File: src/rtl/count_sequencer.sv
// Start/pause/abort sequencer for a rate-divided hex counter with terminal-count detect.
// Define AUTO_RELOAD_EN to wrap at the terminal count and keep running instead of parking in DONE.
module count_sequencer #(
  parameter int CNT_W    = 4,
  parameter int DIV_W    = 26,
  parameter int BASE_DIV = 50000000
) (
  input  logic             clock,
  input  logic             reset_n,
  input  logic             start,
  input  logic             pause,
  input  logic             abort,
  input  logic [1:0]       speed_sel,
  input  logic [CNT_W-1:0] target,
  output logic [CNT_W-1:0] count,
  output logic             tick,
  output logic             busy,
  output logic             done,
  output logic [2:0]       state
);

`ifdef AUTO_RELOAD_EN
  localparam bit AUTO_RELOAD = 1'b1;
`else
  localparam bit AUTO_RELOAD = 1'b0;
`endif

  typedef enum logic [2:0] {
    S_IDLE = 3'd0,
    S_ARM  = 3'd1,
    S_RUN  = 3'd2,
    S_HOLD = 3'd3,
    S_DONE = 3'd4
  } state_t;

  state_t           st;
  logic [DIV_W-1:0] div_q;
  logic [1:0]       spd_q;
  logic [CNT_W-1:0] tgt_q;
  logic [CNT_W-1:0] count_inc;
  logic             terminal;

  // Reload values wider than DIV_W are truncated to the register width.
  function automatic logic [DIV_W-1:0] reload(input logic [1:0] sel);
    case (sel)
      2'b00:   reload = '0;
      2'b01:   reload = DIV_W'(BASE_DIV - 1);
      2'b10:   reload = DIV_W'(2 * BASE_DIV - 1);
      default: reload = DIV_W'(4 * BASE_DIV - 1);
    endcase
  endfunction

  assign state     = st;
  assign count_inc = count + CNT_W'(1);
  assign terminal  = (count_inc == tgt_q) || (AUTO_RELOAD && (tgt_q == '0));

  // Abort and reset must suppress the strobe in the very cycle they are seen.
  assign tick = reset_n && !abort && (st == S_RUN) && (div_q == '0) && !pause;

  // NOTE: every register here uses <= so all updates see the pre-edge values of each other.
  always_ff @(posedge clock) begin
    if (!reset_n) begin
      st    <= S_IDLE;
      count <= '0;
      div_q <= '0;
      spd_q <= '0;
      tgt_q <= '0;
      busy  <= 1'b0;
      done  <= 1'b0;
    end else if (abort) begin
      st    <= S_IDLE;
      count <= '0;
      div_q <= '0;
      busy  <= 1'b0;
      done  <= 1'b0;
    end else begin
      case (st)
        S_IDLE, S_DONE: begin
          if (start) begin
            st    <= S_ARM;
            spd_q <= speed_sel;
            tgt_q <= target;
            count <= '0;
            busy  <= 1'b1;
            done  <= 1'b0;
          end
        end
        S_ARM: begin
          div_q <= reload(spd_q);
          if (!AUTO_RELOAD && (tgt_q == '0)) begin
            st   <= S_DONE;
            busy <= 1'b0;
            done <= 1'b1;
          end else begin
            st <= S_RUN;
          end
        end
        S_RUN: begin
          done <= 1'b0;
          if (pause) begin
            st <= S_HOLD;
          end else if (div_q != '0) begin
            div_q <= div_q - DIV_W'(1);
          end else begin
            div_q <= reload(spd_q);
            if (terminal && AUTO_RELOAD) begin
              count <= '0;
              done  <= 1'b1;
            end else if (terminal) begin
              count <= count_inc;
              st    <= S_DONE;
              busy  <= 1'b0;
              done  <= 1'b1;
            end else begin
              count <= count_inc;
            end
          end
        end
        S_HOLD: begin
          if (!pause) st <= S_RUN;
        end
        default: begin
          st   <= S_IDLE;
          busy <= 1'b0;
          done <= 1'b0;
        end
      endcase
    end
  end

endmodule

File: config.mk
export PLATFORM = sky130hd
export DESIGN_NAME = count_sequencer
export DESIGN_NICKNAME = d
export VERILOG_FILES = /design/src/rtl/count_sequencer.sv
export SDC_FILE = /design/constraint.sdc
export NUM_CORES = 1
export LEC_CHECK = 0
export ABC_AREA = 1
export CAP_MARGIN = 20
export CORE_UTILIZATION = 59
export DETAILED_ROUTE_END_ITERATION = 8
export PLACE_DENSITY = 0.81
export SLEW_MARGIN = 20
export SYNTH_ARGS = -nofsm -noshare
export SYNTH_HDL_FRONTEND = slang
export SYNTH_SLANG_ARGS = --single-unit
File: constraint.sdc
create_clock -name clock -period 1.95 [get_ports clock]
set_clock_uncertainty 0.2 [all_clocks]
set_input_delay 0.39 -clock clock [delete_from_list [all_inputs] [get_ports clock]]
set_output_delay 0.39 -clock clock [all_outputs]
set_load 0.03 [all_outputs]
## Yosys cells after proc, flatten, opt, wreduce, memory -nomap -nowiden

Index checks and enable logic that the tools add are counted.

| word-level totals | value |
|---|---|
| memories kept | 0 |
| bits in writable memories | 0 |
| memory bits (read-only) | 0 |
| input port bits | 11 |
| word-level logic and storage cells | 75 |
| latch bits | 0 |
| output and inout bits | 10 |
| flip-flop bits (word level) | 41 |

| operators by class | value |
|---|---|
| eq/ne operators | 15 |
| reduce and logical (&&, ||, !) cells | 21 |
| $add $sub $neg | 2 |
| order comparisons | 0 |
| mux-type cells | 27 |
| $mul | 0 |
| shift operators | 0 |
| divide/modulo/power cells | 0 |
| bitwise logic cells | 3 |

Operators with widths:

| cell | number |
|---|---|
| $pmux 26 s3 | 1 |
| $mux 26 | 2 |
| $pmux 26 s2 | 1 |
| $logic_not 26->1 | 1 |
| $reduce_bool 26->1 | 1 |
| $sub 26x1->26 const B | 1 |
| $mux 3 | 6 |
| $mux 4 | 3 |
| $ne 2x2->1 const B | 6 |
| $pmux 3 s4 | 1 |
| $mux 1 | 10 |
| $pmux 1 s4 | 2 |
| $pmux 4 s2 | 1 |
| $reduce_and 4->1 | 2 |
| $eq 3x2->1 const B | 2 |
| $ne 3x3->1 const B | 2 |
| $reduce_and 3->1 | 2 |
| $reduce_and 6->1 | 1 |
| $add 4x1->4 const B | 1 |
| $eq 4x4->1 | 1 |
| $logic_and 1x1->1 | 4 |
| $logic_not 4->1 | 1 |
| $reduce_bool 2->1 | 2 |
| $reduce_or 2->1 | 2 |
| other kinds (9) | 12 |

## Logic depth before layout (Yosys ltp)

| depth | value |
|---|---|
| depth in word-level cells | 6 |
| gate-level depth with buffers | 11 |
| gate-level depth less buffers | 11 |

## Worst setup path before layout

Ideal clock, no wire load.

| path | value |
|---|---|
| kind | register to output |
| from | reg st[1], in the netlist state[1] |
| to | out tick |
| cell stages (with the launch flop) | 5 |
| path buffers | 0 |
| data required time | 1.360 ns |
| slack | -0.304 ns |
| arrival | 1.664 ns |
| path through | dfxtp_1 inv_2 nor3_4 nand2_2 nor3_1 |

| between the ends | value |
|---|---|
| cells in the longest elaborated chain, start to end | 4 |

RTL lines:

| what | line | text |
|---|---|---|
| start, declared | 36 | `state_t st;` |
| start signal, assigned | 63 | `st <= S_IDLE;` |
| start signal, assigned | 71 | `st <= S_IDLE;` |
| start signal, assigned | 80 | `st <= S_ARM;` |
| $eq 3x2->1 | 58 | `assign tick = reset_n && !abort && (st == S_RUN) && (div_q == '0) && !pause;` |
| $logic_and 1x1->1 (3 in a row) | 58 |  |
| end, declared | 16 | `output logic tick,` |

No other way between the ends.

## Worst setup path in the final report

| path | value |
|---|---|
| from | reg div_q[2] |
| to | reg count[0] |

| between the ends | value |
|---|---|
| cells in the longest elaborated chain, start to end | 3 |

RTL lines:

| what | line | text |
|---|---|---|
| start, declared | 37 | `logic [DIV_W-1:0] div_q;` |
| start signal, assigned | 89 | `div_q <= reload(spd_q);` |
| start signal, assigned | 103 | `div_q <= div_q - DIV_W'(1);` |
| start signal, assigned | 105 | `div_q <= reload(spd_q);` |
| $reduce_bool 26->1 | 102 | `end else if (div_q != '0) begin` |
| $ne 2x2->1 (no line) | -- |  |
| $reduce_and 4->1 (no line) | -- |  |
| end signal, assigned | 110 | `count <= count_inc;` |
| end signal, assigned | 115 | `count <= count_inc;` |
| end, declared | 15 | `output logic [CNT_W-1:0] count,` |

No other way between the ends.
A chain may end at the register's enable or synchronous reset.

==> key figures <==
Synth
  • Flops & latches, synth: 41
  • Post-synth top area share: 30.2%
  • Ranking of synthesized cells by area: dfxtp_1 (30%), nand2_1 (16%), nor2_1 (9.1%)
  • Synth area leader: dfxtp_1
  • Main flop type after synthesis: dfxtp_1
  • Post-synth ARST share: 0%
  • Syn Nets: 449
  • Count of different cell masters after synthesis: 31
  • Count leader, synth: nand2_1
  • Syn. warnings: 0
  • Synthesized area: 0.00272 mm^2
  • Sequential share of the synthesized area: about 30%
  • Commonest cells post-synth: nand2_1 (113), nor2_1 (66), dfxtp_1 (41), inv_1 (40), a21oi_1 (35)
  • Syn Inst Count: between 400 and 500
  • Number of flops mapped to enable cells by yosys: 0
  • Synthesized area per cell: about 6.3 um^2

Power and ir drop
  • Pwr Total: around 0.0027 W
  • Power density cells: 735 mW/mm^2
  • LEAKAGE: between 1.5 and 2 nW
  • VDD IR-drop max: ~0.00046 V

STA
  • Setup ws final: -234 ps
  • Hold WS: a little under 300 ps
  • Relative slew slack: 75.9%
  • Final Setup Violations: 24
  • Tcrit/Tclk final: 112%
  • Final Hold Viols: 0
  • Min Clock Period, post-route: between 2000 and 2500 ps
  • Max-slew violation count: 0
  • RSZ-0062 raised after global routing: yes
  • Worst slew pin tran: about 360 ps
  • Fmax: between 400 and 500 MHz

Layout
  • Share of cells above drive strength 1: 24.8%
  • N_diodes: 0
  • Final Util: roughly 83%
  • Nets: 518
  • Area Growth Syn to Fin: 33.4%

Die
  • Die Ht: about 70 um
  • Die area: just under 0.005 mm^2
  • Num ports: 21
  • Rows: 24
  • Die W: approximately 70 um
  • Starting density of the core: about 62%
  • Core Region: between 0.004 and 0.005 mm^2

Routing
  • Drt first pass iters: 9
  • Vias: between 3k and 4k
  • Wire length on met1: 3210 um
  • Highest metal used: met4
  • Vias per cell: ~5.9
  • Metal3 WL: between 700 and 800 um
  • Metal2 WL: ~4100 um
  • # DRC: 0
  • Per-cell routed wire length: roughly 15 um
  • Violation count after the first detailed-route iteration: 473
  • Routed Antenna Nets: 0
  • DRT Wirelength: between 8000 and 9000 um

Clock tree
  • CTS tree: yes
  • CTS Buffer Depth: 2
  • CTS clk-pin slew, worst paths: approximately 80 ps
  • Clock Latency Late Sink: about 300 ps
  • Root buf cell: clkbuf_8
  • # hold bufs at CTS: 0
  • Depth of the CTS H-tree: 2
  • CTS Buf Count: 5
  • Clock sink total: just over 40

Setup path
  • CP Capture Type: register
  • Critical path peak fanout: 8
  • Data arrival, critical path: approximately 2200 ps
  • Startpoint Class: register
  • WP data required: ~2000 ps
  • Critical path type: reg -> reg

Global routing
  • Gr usage total: 31.1%
  • Vias in the first global route: about 2.7k
  • Grt ovf: 0
  • Wire length of the first global-routing pass: roughly 12000 um
  • Initial antenna violation count: 0
  • Largest net degree at the start of global routing: 23

Run
  • Max Cap Viol: 0

Place
  • Hpwl dp: around 5400 um
  • Place WS: -133 ps
  • Port bufs: 20
  • Routability cong.: about 0.95

Worst hold path
  • Hold WC Path Type: reg -> reg

Outcome
  • Outcome: finished, violations left
  • Failing checks: negative setup slack
registers in the layout, indices dropped and copies added (netlist names):
| signal | flops |
|---|---|
| div_q | 26 |
| count | 4 |
| tgt_q | 4 |
| state | 3 |
| spd_q | 2 |
| busy | 1 |
| done | 1 |
through the flow:
step	cell area (um^2)	setup TNS (ps)	cells
after floorplan	2730	0	431
after global placement	3230	-137	529
after detailed placement	3230	-627	529
after CTS	3410	-234	543
after global routing	3630	-6350	553
final	3630	-2440	553
cell type report:
| type | instances | area (um^2) |
|---|---|---|
| Inverter | 45 | 174 |
| Clock buffer | 6 | 72.6 |
| Clock inverter | 2 | 38.8 |
| Timing Repair Buffer | 71 | 623 |
| Sequential cell | 41 | 827 |
| Fill cell | 285 | 756 |
| Tap cell | 52 | 65.1 |
| Multi-Input combinational cell | 336 | 1830 |
cell usage in the layout, fill, tap and decap left out, types with 7 or more instances in the layout:
master / n
inv_1: 37
o21ai_0: 27
nand2_1: 108
dfxtp_1: 36
a21oi_1: 29
buf_4: 46
nor2_1: 56
dlygate4sd2_1: 7
xor2_1: 8
nand3_1: 27
clkdlybuf4s50_1: 11
nor2_4: 7
nor2_2: 12
inv_2: 7
nand2_2: 9
cells by family (layout without fill, tap and decap cells):
| logic type | after synthesis | in the layout | share of synthesized area (%) |
|---|---|---|---|
| AOI/OAI and AO/OA | 75 | 76 | 15.1 |
| xor gates and xnor gates | 12 | 12 | 3.86 |
| DFF | 41 | 41 | 30.2 |
| adders and majority gates | 7 | 7 | 3.22 |
| and+or+nand+nor | 241 | 241 | 39.2 |
| buffers and inverters | 55 | 124 | 8.37 |
routing by layer:
| layer | vias to the layer above | global-route usage (%) |
|---|---|---|
| li1 | 1530 | - |
| met5 | - | 0 |
| met3 | 74 | 7.36 |
| met2 | 219 | 55.2 |
| met4 | 0 | 14.0 |
| met1 | 1428 | 35.1 |
worst max-delay path, stage by stage, from the launching register on:
cell,delay (ps)
dfxtp_1,370
nor2_2,210
nand2_1,140
nor2_4,160
nand3_4,100
buf_4,150
buf_6,130
buf_6,120
o21ai_4,230
o211ai_1,130
nand2_1,90
nor2_1,40
where the power goes:
part	internal, W	switching [W]	total, W
logic	0.000424	0.000634	0.00106
clock network	0.000384	0.000310	0.000694
registers	0.000876	0.0000400	0.000916
what timing repair did:
action / 4_1_cts / 5_1_grt
buffers inserted: 6 / 9
resized for setup: 20 / 41
endpoints found under the setup margin: 12 / 34
pin swaps: 4 / 20
cloned: 0 / 1
path summary, 6_finish.rpt:
| kind | from | to | slack [ps] | cells after the start |
|---|---|---|---|---|
| setup / recovery | div_q[2] | count[0] | -230 | 11 |
| hold / removal | busy | busy | 300 | 2 |
| setup reg to reg | div_q[2] | count[0] | -230 | 11 |
| hold reg to reg | busy | busy | 300 | 2 |
No activity file was read; power rests on OpenSTA's default activity.
